File: src/rtl/speed_pkg.sv
// speed_pkg: shared types and constants for the wheel-speed gate controller
// and the pulse counter it drives (state codes, BCD limits, default timing).
package speed_pkg;

  localparam logic [2:0] ST_IDLE   = 3'd0;
  localparam logic [2:0] ST_CLEAR  = 3'd1;
  localparam logic [2:0] ST_GATE   = 3'd2;
  localparam logic [2:0] ST_SETTLE = 3'd3;
  localparam logic [2:0] ST_LATCH  = 3'd4;

  typedef enum logic [2:0] {
    IDLE   = ST_IDLE,
    CLEAR  = ST_CLEAR,
    GATE   = ST_GATE,
    SETTLE = ST_SETTLE,
    LATCH  = ST_LATCH
  } state_t;

  localparam logic [3:0] BCD_MAX = 4'd9;

  localparam int DEF_TW            = 26;
  localparam int DEF_GATE_CYCLES   = 50_000_000;
  localparam int DEF_CLR_CYCLES    = 8;
  localparam int DEF_SETTLE_CYCLES = 8;

  typedef struct packed {
    logic [3:0] d2;
    logic [3:0] d1;
    logic [3:0] d0;
  } bcd3_t;

  function automatic logic bcd_ovf(bcd3_t v);
    return (v.d2 > BCD_MAX) ||
           (v.d1 > BCD_MAX) ||
           (v.d0 > BCD_MAX);
  endfunction

endpackage

File: src/rtl/bcd_sat_latch.sv
// bcd_sat_latch: captures three BCD digits on load, saturating to 999 on overflow.
// Ports: clk, reset (async high), load, cnt (in digits), spd (held digits), spd_valid, spd_ovf.
module bcd_sat_latch
  import speed_pkg::*;
(
  input  logic  clk,
  input  logic  reset,
  input  logic  load,
  input  bcd3_t cnt,
  output bcd3_t spd,
  output logic  spd_valid,
  output logic  spd_ovf
);

  always_ff @(posedge clk or posedge reset) begin
    if (reset) begin
      spd       <= '0;
      spd_valid <= 1'b0;
      spd_ovf   <= 1'b0;
    end else begin
      spd_valid <= load;
      if (load) begin
        if (bcd_ovf(cnt)) begin
          spd     <= {BCD_MAX, BCD_MAX, BCD_MAX};
          spd_ovf <= 1'b1;
        end else begin
          spd     <= cnt;
          spd_ovf <= 1'b0;
        end
      end
    end
  end

endmodule

File: src/rtl/speed_gate_ctrl.sv
// speed_gate_ctrl: clear/gate/settle sequencer for the wheel-speed pulse counter.
// Ports: clk, reset (async high), en, gate, clr_count, cnt0..2 (in), spd0..2, spd_valid, spd_ovf, busy.
module speed_gate_ctrl
  import speed_pkg::*;
#(
  parameter int TW            = DEF_TW,
  parameter int GATE_CYCLES   = DEF_GATE_CYCLES,
  parameter int CLR_CYCLES    = DEF_CLR_CYCLES,
  parameter int SETTLE_CYCLES = DEF_SETTLE_CYCLES
) (
  input  logic       clk,
  input  logic       reset,
  input  logic       en,
  output logic       gate,
  output logic       clr_count,
  input  logic [3:0] cnt0,
  input  logic [3:0] cnt1,
  input  logic [3:0] cnt2,
  output logic [3:0] spd0,
  output logic [3:0] spd1,
  output logic [3:0] spd2,
  output logic       spd_valid,
  output logic       spd_ovf,
  output logic       busy
);

  localparam logic [TW-1:0] CLR_TC = TW'(CLR_CYCLES - 1);
  localparam logic [TW-1:0] GATE_TC = TW'(GATE_CYCLES - 1);
  localparam logic [TW-1:0] SET_TC = TW'(SETTLE_CYCLES - 1);

  state_t        state;
  logic [TW-1:0] timer;
  logic          load;
  bcd3_t         cnt_in;
  bcd3_t         spd_q;

  // Digits are captured on the edge that ends SETTLE, so the
  // held values and spd_valid appear together in the LATCH cycle.
  assign load = (state == SETTLE) && (timer == SET_TC);

  always_ff @(posedge clk or posedge reset) begin
    if (reset) begin
      state     <= IDLE;
      timer     <= '0;
      gate      <= 1'b0;
      clr_count <= 1'b0;
      busy      <= 1'b0;
    end else begin
      unique case (state)
        IDLE: begin
          timer <= '0;
          if (en) begin
            state     <= CLEAR;
            clr_count <= 1'b1;
            busy      <= 1'b1;
          end
        end
        CLEAR: begin
          if (timer == CLR_TC) begin
            state     <= GATE;
            timer     <= '0;
            clr_count <= 1'b0;
            gate      <= 1'b1;
          end else begin
            timer <= timer + 1'b1;
          end
        end
        GATE: begin
          if (timer == GATE_TC) begin
            state <= SETTLE;
            timer <= '0;
            gate  <= 1'b0;
          end else begin
            timer <= timer + 1'b1;
          end
        end
        SETTLE: begin
          if (timer == SET_TC) begin
            state <= LATCH;
            timer <= '0;
          end else begin
            timer <= timer + 1'b1;
          end
        end
        LATCH: begin
          timer <= '0;
          if (en) begin
            state     <= CLEAR;
            clr_count <= 1'b1;
          end else begin
            state <= IDLE;
            busy  <= 1'b0;
          end
        end
        default: begin
          state     <= IDLE;
          timer     <= '0;
          gate      <= 1'b0;
          clr_count <= 1'b0;
          busy      <= 1'b0;
        end
      endcase
    end
  end

  assign cnt_in = {cnt2, cnt1, cnt0};

  bcd_sat_latch u_latch (
    .clk       (clk),
    .reset     (reset),
    .load      (load),
    .cnt       (cnt_in),
    .spd       (spd_q),
    .spd_valid (spd_valid),
    .spd_ovf   (spd_ovf)
  );

  assign spd2 = spd_q.d2;
  assign spd1 = spd_q.d1;
  assign spd0 = spd_q.d0;

endmodule

File: config.mk
export PLATFORM = sky130hd
export DESIGN_NAME = speed_gate_ctrl
export DESIGN_NICKNAME = d
export VERILOG_FILES = /design/src/rtl/speed_pkg.sv /design/src/rtl/bcd_sat_latch.sv /design/src/rtl/speed_gate_ctrl.sv
export SDC_FILE = /design/constraint.sdc
export NUM_CORES = 1
export LEC_CHECK = 0
export BUFFER_PORTS_ARGS = -buffer_cell sky130_fd_sc_hd__buf_2
export CAP_MARGIN = 0
export CORE_MARGIN = 4
export CORE_UTILIZATION = 61
export CTS_CLUSTER_SIZE = 16
export DETAILED_ROUTE_END_ITERATION = 6
export PLACE_DENSITY = 0.84
export SKIP_LAST_GASP = 1
export SYNTH_ARGS = -nofsm -noshare
export SYNTH_HDL_FRONTEND = slang
export SYNTH_SLANG_ARGS = --single-unit
File: constraint.sdc
create_clock -name clk -period 7 [get_ports clk]
set_clock_uncertainty 0.15 [all_clocks]
set_input_delay 0 -clock clk [delete_from_list [all_inputs] [get_ports clk]]
set_output_delay 0 -clock clk [all_outputs]
set_load 0.1 [all_outputs]
=== Yosys cells after proc, flatten, opt, wreduce, memory -nomap -nowiden ===
Cells that the tools add are included.
W data, S select, Z words.

* Flip-flop bits (word level): 46
* Output and inout bits: 17
* Logic and storage cells: 61

* Add/sub/neg operators: 1
* $lt $le $gt $ge: 3
* Eq/ne operators: 12
* Muxes and demuxes: 19
* Bitwise logic cells: 3
* Reductions and logical operators: 13

{| class="wikitable"
|+ Operators by type and width
! cell !! count
|-
| $mux W26 || 2
|-
| $pmux W26 S2 || 1
|-
| $add A26 B1 Y26 const B || 1
|-
| $eq A26 B26 Y1 const B || 1
|-
| $eq A26 B3 Y1 const B || 1
|-
| $pmux W3 S5 || 1
|-
| $gt A4 B4 Y1 const B || 3
|-
| $mux W12 || 1
|-
| $mux W3 || 4
|-
| $pmux W1 S3 || 3
|-
| $reduce_and A3 Y1 || 3
|-
| $ne A2 B2 Y1 const B || 4
|-
| $mux W1 || 7
|-
| $eq A3 B2 Y1 const B || 2
|-
| $reduce_or A2 Y1 || 3
|-
| $reduce_or A3 Y1 || 2
|-
| $ne A2 B1 Y1 const B || 2
|-
| $reduce_and A4 Y1 || 1
|-
| $eq A3 B1 Y1 const B || 1
|-
| $eq A3 B3 Y1 const B || 1
|-
| $logic_not A3 Y1 || 1
|-
| $not A1 Y1 || 3
|-
| $logic_or A1 B1 Y1 || 2
|-
| $logic_and A1 B1 Y1 || 1
|}

=== Longest topological paths before layout ===
Gate-level depths: netlist of the first run.

* Depth in word-level cells: 4
* Depth in mapped cells: 6

=== By module ===
From an unflattened synthesis of the first run, not the netlist that was laid out.

* Cells, all modules: 244
* Area, all modules: 2502.4 µm²

{| class="wikitable"
|+ Modules (own cells, without submodules)
! module !! times used !! cells each !! area an instance (µm²) !! sequential area each (µm²)
|-
| speed_gate_ctrl || 1 || 184 || 1873.0 || 800.8
|-
| bcd_sat_latch || 1 || 60 || 629.4 || 350.3
|}

=== Least setup slack after synthesis of the first run ===
OpenSTA, ideal clock, no wires.

* Kind: register to register
* Start: register timer[0]
* End: register u_latch.spd[1] (netlist bit)
* Data arrival time: 1.979 ns
* Data required time: 6.725 ns
* Path slack: 4.746 ns
* Stages on the path, launching flop included: 7
* Buffers on the path: 1
* Period minus slack after synthesis: 2.254 ns
* Path through: dfrtp_1 -> ha_1 -> and2_1 -> nand3_1 -> nor4_4 -> buf_4 -> mux2_2

* Cells in the longest elaborated chain, start to end: 2

{| class="wikitable"
|+ Ends and longest elaborated chain
! element !! RTL line !! RTL
|-
| from (decl) || speed_gate_ctrl.sv:32 || <nowiki>logic [TW-1:0] timer;</nowiki>
|-
| from (signal assigned) || speed_gate_ctrl.sv:65 || <nowiki>timer <= timer + 1'b1;</nowiki>
|-
| from (signal assigned) || speed_gate_ctrl.sv:74 || <nowiki>timer <= timer + 1'b1;</nowiki>
|-
| from (signal assigned) || speed_gate_ctrl.sv:82 || <nowiki>timer <= timer + 1'b1;</nowiki>
|-
| $eq A26 B3 Y1 || speed_gate_ctrl.sv:39 || <nowiki>assign load = (state == SETTLE) && (timer == SET_TC);</nowiki>
|-
| $logic_and A1 B1 Y1 || speed_gate_ctrl.sv:39 ||
|-
| named net load || speed_gate_ctrl.sv:33 || <nowiki>logic load;</nowiki>
|-
| to (signal assigned) || bcd_sat_latch.sv:24 || <nowiki>spd <= {BCD_MAX, BCD_MAX, BCD_MAX};</nowiki>
|-
| to (signal assigned) || bcd_sat_latch.sv:27 || <nowiki>spd <= cnt;</nowiki>
|-
| to (decl) || bcd_sat_latch.sv:10 || <nowiki>output bcd3_t spd,</nowiki>
|}

The timed path passes the listed nets, and every way through them passes these cells.
A chain may end at the register's enable or synchronous reset.

=== Worst setup path in the final report of the first run ===
* Start: register timer[9]
* End: register u_latch.spd_ovf

* Cells in the longest elaborated chain, start to end: 2

{| class="wikitable"
|+ Ends and longest elaborated chain
! element !! RTL line !! RTL
|-
| $eq A26 B3 Y1 || speed_gate_ctrl.sv:39 ||
|-
| $logic_and A1 B1 Y1 || speed_gate_ctrl.sv:39 ||
|-
| to (signal assigned) || bcd_sat_latch.sv:19 || <nowiki>spd_ovf <= 1'b0;</nowiki>
|-
| to (signal assigned) || bcd_sat_latch.sv:25 || <nowiki>spd_ovf <= 1'b1;</nowiki>
|-
| to (signal assigned) || bcd_sat_latch.sv:28 || <nowiki>spd_ovf <= 1'b0;</nowiki>
|-
| to (decl) || bcd_sat_latch.sv:12 || <nowiki>output logic spd_ovf</nowiki>
|}

No other way between the ends.

==> impl_results.md, run 1 <==
- # setup viols final: 0
- Final WL: 5694 µm
- CP top delay family: simple AND/OR/NAND/NOR gates
- Clock Tree Root: clkbuf_8
- Post-synth EDFFs: 0
- Setup TNS: 0 ns
- Pleak: 0.001252 µW
- Ys async rst share: 1.000
- Max Fclk: 364.3 MHz
- Largest family of logic cells by synthesized area: simple AND/OR/NAND/NOR gates
- Crit end category: flop
- Total grt overflow: 0
- GP Congestion: 0.8118
- RSZ-0062 raised after global routing: false
- Number of cells on the critical path: 4
- Clock transition at path regs: 0.08 ns
- # DRC: 0
- Buffers on Ports: 31
- Max cap viols: 0
- TritonCTS clock tree: yes
- Die height: 69.88 µm
- # rows: 22
- Post-synthesis register bit count: 46
- Area of the mapped netlist: 2336 µm²
- VDD IR max: 0.1381 mV
- H-Tree Depth: 2
- Die area: 4883 µm²
- Layout area overhead: 20.62%
- Cells after DPL: 307
- Main flop type after synthesis: dfrtp_1
- IO Pins: 32
- Share of the synthesized area in the top cell type: 0.4928
- Final Critical Period: 2.745 ns
- Avg WL per Cell: 17.25 µm
- Critical Path RT: 7.04 ns
- Crit path cell chain: nor4_1, nand3_1, nor4_4, mux2_2
- Post-synthesis mux area share: 0.06267
- Max-slew violation count: 0
- Vias in the first global route: 2,028
- Top post-synthesis cells by area: dfrtp_1 (49%), a22oi_1 (4.2%), mux2i_1 (3.9%), or4_1 (3.2%), inv_1 (3.1%)
- CP max stage delay: 0.95 ns
- Routed vias/inst: 6.179
- Ant diodes: 0
- Nature of the critical path startpoint: flop
- Reg2reg end: u_latch.spd_ovf
- Status: finished, final reports clean
- Final non-filler cell total: 330
- First-pass GRT wire length: 9742 µm
- Synth Net Count: 250
- Netlist cell types: 38
- Critical R2R Launch: timer[9]
- Compound-cell area share of the yosys netlist: 0.1344
- Critical Path AT: 2.79 ns
- Layout cells sized above 1: 0.1809
- CP Launch Point: timer[9]
- HP Class: in -> reg
- Pwr Density: 188.8 nW/µm²
- Die Span X: 69.88 µm
- Cell taking the most area after synthesis: dfrtp_1
- Routed Antenna Nets: 0
- Crit path to: u_latch.spd_ovf
- Largest net degree at the start of global routing: 47
- Post-cts resize count: 0
- Synthesized-area fraction occupied by xor and xnor cells: 0.04499
- Clk sink count: 46
- Slowest stage cell, crit path: nor4_4
- Initial antenna violation count: 0
- HPWL after detailed placement: 3387 µm
- Initial drt markers: 198
- Yosys warnings: 0
- R2r setup slk: 4.26 ns
- R2r worst-path depth: 4
- Slew @ Worst Pin: 1.032 ns
- Final Cycle Share: 0.3921
- Synth Area in Adders: 0.009641
- Synth Area in Simple Gates: 0.2105
- Final hold violation count: 0
- Max transition margin: 0.3119
- Clock latency on the worst-skew pair: 0.31 ns
- Global-route usage over all layers: 0.2469
- CTS Buffer Depth: 2
- Mapped Cells: 234
- Worst path bufs/invs: 0
- Final nets: 297
- Total number of vias: 2,039
- Kind of critical path: reg -> reg
- Design Power: 532.0 µW
- Crit-path max FO: 14
- Post-synthesis area per instance: 9.983 µm²
- Register area share after synthesis: 0.4928
- CTS Buf Count: 5
- Starting Density: 0.6333
- DR pass1 iterations: 4
- Core Box Area: 3689 µm²
==> repair_timing <==
| action | 4_1_cts | 5_1_grt |
|---|---|---|
| hold buffers | 15 | 0 |
| setup buffers | 0 | 0 |
| endpoints found under the hold margin | 60 | 0 |
==> worst min-delay path: stages <==
cell	delay, ns
buf_2	0.08
and3b_1	0.20
mux2i_1	0.14
==> kinds of logic (layout without fill, tap and decap cells) <==
| family | Yosys count | in the layout |
|---|---|---|
| mux | 14 | 14 |
| fa+ha+maj | 2 | 2 |
| simple gates | 84 | 84 |
| buf+inv | 26 | 74 |
| xor+xnor | 12 | 12 |
| compound gates | 50 | 50 |
| flops | 46 | 46 |
==> state kept, by name (all words and copies together) (netlist names) <==
register           cells
gate                   1
clr_count              1
u_latch.spd_valid      1
u_latch.spd_ovf        1
state                  3
u_latch.spd           12
timer                 26
busy                   1
==> worst min path at each step <==
stage          startpoint        endpoint  slack (ns)  depth (start not counted)
2_1_floorplan     cnt1[1]  u_latch.spd[5]       -0.01                          2
3_3_place_gp        reset  u_latch.spd[4]        0.11                          2
3_5_place_dp        reset  u_latch.spd[4]        0.11                          2
4_1_cts           cnt1[3]  u_latch.spd[7]        0.01                          3
5_1_grt           cnt1[3]  u_latch.spd[7]        0.05                          3
6_report          cnt1[3]  u_latch.spd[7]        0.01                          3
==> cell usage after synthesis, types with 2 or more instances <==
cell type and instances:
a21oi_1 13, a22oi_1 13, and2_1 2, buf_2 3, clkbuf_1 3, dfrtp_1 46
inv_1 19, mux2_2 5, mux2i_1 9, nand2_1 10, nand3_1 12, nand4_1 7
nor2_1 14, nor3_1 5, nor4_1 7, o21ai_0 12, o31ai_1 5, or3_1 10
or4_1 10, xnor2_1 8, xor2_1 4
==> layout by cell type, fill, tap and decap left out, drive strengths merged <==
cell          n
o21a          1
inv          19
o21ai        14
o31ai         5
clkbuf        6
and4          1
maj3          1
xnor2         8
nor2         14
bufinv        2
ha            1
o311ai        1
and2          2
a21oi        13
nand4         8
dlygate4sd3  15
nor3          5
nor4          8
mux2i         9
a31o          1
nand2b        1
or4          10
nand2        10
buf          32
dfrtp        46
a21boi        1
and3b         1
and3          1
nand3        12
or3          10
xor2          4
mux2          5
o211ai        1
or2           1
a22oi        13
==> power breakdown <==
part / leakage (µW) / internal (µW) / switching [µW]
Clock: 0.0000714 / 152 / 92.9
Combinational: 0.000605 / 9.63 / 11.7
Sequential: 0.000576 / 265 / 0
==> per-layer routing <==
metal  vias to the layer above  part of all wire  track usage
met2                        82              0.51       0.4197
met1                       988              0.41       0.3132
met4                         0             0.021      0.08298
met5                         -                 0            0
met3                        12             0.059      0.05180
li1                        957                 -            -
==> cell type report <==
| type | count | area (µm²) |
|---|---|---|
| inverter | 19 | 71.32 |
| clock inverter | 2 | 60.06 |
| sequential | 46 | 1151 |
| clock buffer | 6 | 82.58 |
| timing repair buffer | 47 | 312.8 |
| multi-input combinational | 162 | 1080 |
| fill | 227 | 870.8 |
| tap | 48 | 60.06 |
==> through the flow <==
step | hold slack [ns] | utilization | setup WS [ns] | area, µm²
2_1_floorplan | -0.01243 | - | 4.746 | 2336
3_3_place_gp | 0.1080 | 0.6845 | 4.303 | 2525
3_5_place_dp | 0.1101 | 0.6845 | 4.264 | 2525
4_1_cts | 0.01002 | 0.7639 | 4.247 | 2818
5_1_grt | 0.05024 | 0.7639 | 4.039 | 2818
6_report | 0.01418 | 0.7639 | 4.255 | 2818
(Power assumes the default switching activity.)
==> run 2: changes to the inputs <==
CORE_UTILIZATION = 51   (was 61)
PLACE_DENSITY = 0.75   (was 0.84)
clock period = 2.25 ns   (was 7 ns; I/O delays follow)
==> impl_results.md, run 2 (same netlist as run 1, synthesis figures left out) <==
- Status: finished, final reports clean
- R2r setup slk: 0.06 ns (-4.20 ns)
- Pleak: 0.001324 µW (+5.7%)
- GP Congestion: 0.8639 (+6.4%)
- H-Tree Depth: 2 (unchanged)
- Total grt overflow: 0 (unchanged)
- Logic gate share of total power: 0.044 (+0.004)
- Clk pwr share: 0.413 (-0.048)
- HP Class: in -> reg
- Routed vias/inst: 5.888 (-4.7%)
- Global-route usage over all layers: 0.2111 (-0.03580)
- Layout cells sized above 1: 0.2399 (+0.05901)
- Design Power: 1521 µW (+190%)
- R2r worst-path depth: 4 (unchanged)
- Max cap viols: 0 (unchanged)
- Buffers on Ports: 31 (unchanged)
- Avg WL per Cell: 16.24 µm (-5.9%)
- Final Critical Period: 2.191 ns (-0.5543 ns)
- Sw Pwr: 308.1 µW (+190%)
- Critical Path AT: 2.25 ns (-0.54 ns)
- CTS Buf Count: 5 (unchanged)
- Placement Setup Slack: 0.006575 ns (-4.258 ns)
- Biggest register: timer
- Nature of the critical path startpoint: flop
- HPWL after detailed placement: 3793 µm (+12%)
- Vias in the first global route: 1,940 (-4.3%)
- DR pass1 iterations: 5 (+1)
- # DRC: 0 (unchanged)
- # setup viols final: 0 (unchanged)
- Crit path to: timer[22]
- Seq pwr share: 0.543 (+0.044)
- Total number of vias: 2,049 (+0.49%)
- Slew @ Worst Pin: 0.5046 ns (-0.5274 ns)
- HP Start: cnt1[3]
- Kind of critical path: reg -> reg
- Crit end category: flop
- Core Box Area: 4384 µm² (+19%)
- Pint: 1213 µW (+180%)
- Die area: 5727 µm² (+17%)
- Starting Density: 0.5328 (-0.1005)
- Most common cell after layout, fill and taps aside: dfrtp_1
- Die height: 75.68 µm (+8.3%)
- Clk sink count: 46 (unchanged)
- Max-slew violation count: 0 (unchanged)
- Max transition margin: 0.6659 (+0.3540)
- CTS Buffer Depth: 2 (unchanged)
- Net Sw Frac: 0.2026 (+0.005958)
- Final Cycle Share: 0.9736 (+0.5815)
- Final WL: 5651 µm (-0.76%)
- TritonCTS clock tree: yes
- # Post-CTS Setup Buffers: 0 (unchanged)
- Pwr Density: 515.5 nW/µm² (+170%)
- Largest net degree at the start of global routing: 26 (-45%)
- Routed Antenna Nets: 0 (unchanged)
- Clock Tree Root: clkbuf_8
- Crit-path max FO: 13 (-1)
- Max Fclk: 456.5 MHz (+25%)
- Final WS setup: 0.05932 ns (-4.196 ns)
- Clock transition at path regs: 0.09 ns (about the same)
- Ant diodes: 0 (unchanged)
- Top flop regs: timer: 26 flops, u_latch.spd: 12 flops, state: 3 flops
- Max FFs per register: 26 (unchanged)
- Critical R2R Launch: timer[4]
- Critical Path RT: 2.31 ns (-4.73 ns)
- Layout area overhead: 26.30%
- First-pass GRT wire length: 9232 µm (-5.2%)
- # rows: 24 (+9.1%)
- Final nets: 312 (+5.1%)
- Initial antenna violation count: 0 (unchanged)
- Commonest cells after routing, fill and taps aside: dfrtp_1 (46), buf_2 (31), inv_1 (18)
- VDD IR max: 0.2649 mV (+92%)
- CP Launch Point: timer[4]
- Clock latency on the worst-skew pair: 0.30 ns (about the same)
- Final hold violation count: 0 (unchanged)
- Initial drt markers: 112 (-43%)
- Die Span X: 75.68 µm (+8.3%)
- Reg2reg end: timer[22]
- IO Pins: 32 (unchanged)
[run 2: changes by cell type in the layout (fill, tap and decap cells not counted), sizes merged]
cell and delta:
dlygate4sd3 -1, bufinv -1, buf +16
[run 2: final cells by class]
cell class / count / area, µm²
clock buffer: 6 / 82.58
clock inverter: 1 / 30.03
fill: 348 / 1434
inverter: 19 / 71.32
multi-input combinational: 162 / 1102
sequential: 46 / 1151
tap: 52 / 65.06
timing repair buffer: 62 / 447.9
[run 2: routing by layer]
metal,track usage,share of wire
met5,0,0
met2,0.3547,0.51
met3,0.03826,0.052
met1,0.2712,0.42
met4,0.07961,0.020
[run 2: critical path: stages, from the launching register on]
cell and delay (ns):
dfrtp_1 0.46, nand4_4 0.18, or4_4 0.63, or4_1 0.49, a22oi_1 0.19
[run 2: worst min-delay path by stage]
stage	to	cells past startpoint
CTS	u_latch.spd[7]	3
finish	u_latch.spd[7]	3
global placement	timer[11]	2
floorplan	u_latch.spd[5]	2
detailed placement	timer[11]	2
global route	u_latch.spd[5]	4
[run 2: power groups by stage]
stage | clock, µW | combinational (µW) | sequential, µW
after global routing | 676 | 75.1 | 826
after global placement | 0 | 47.0 | 842
after detailed placement | 0 | 47.7 | 842
final | 628 | 66.9 | 826
after floorplan | 0 | 23.4 | 842
after CTS | 633 | 66.3 | 826
[run 2: per-stage QoR]
stage	util	setup TNS, ns	instances	instance area [µm²]	hold WS, ns
after floorplan	-	0	234	2336	-0.01243
after global placement	0.6102	0	327	2675	-0.1888
after detailed placement	0.6102	0	327	2675	-0.1864
after CTS	0.6687	0	348	2932	0.01779
after global routing	0.6729	-0.002432	348	2950	0.05015
final	0.6729	0	348	2950	0.02503
[run 2: what timing repair did]
action	CTS	global route
pin swaps	0	2
hold buffers	14	0
endpoints found under the hold margin	60	0
gates resized for setup	1	4
setup endpoints to repair	2	32
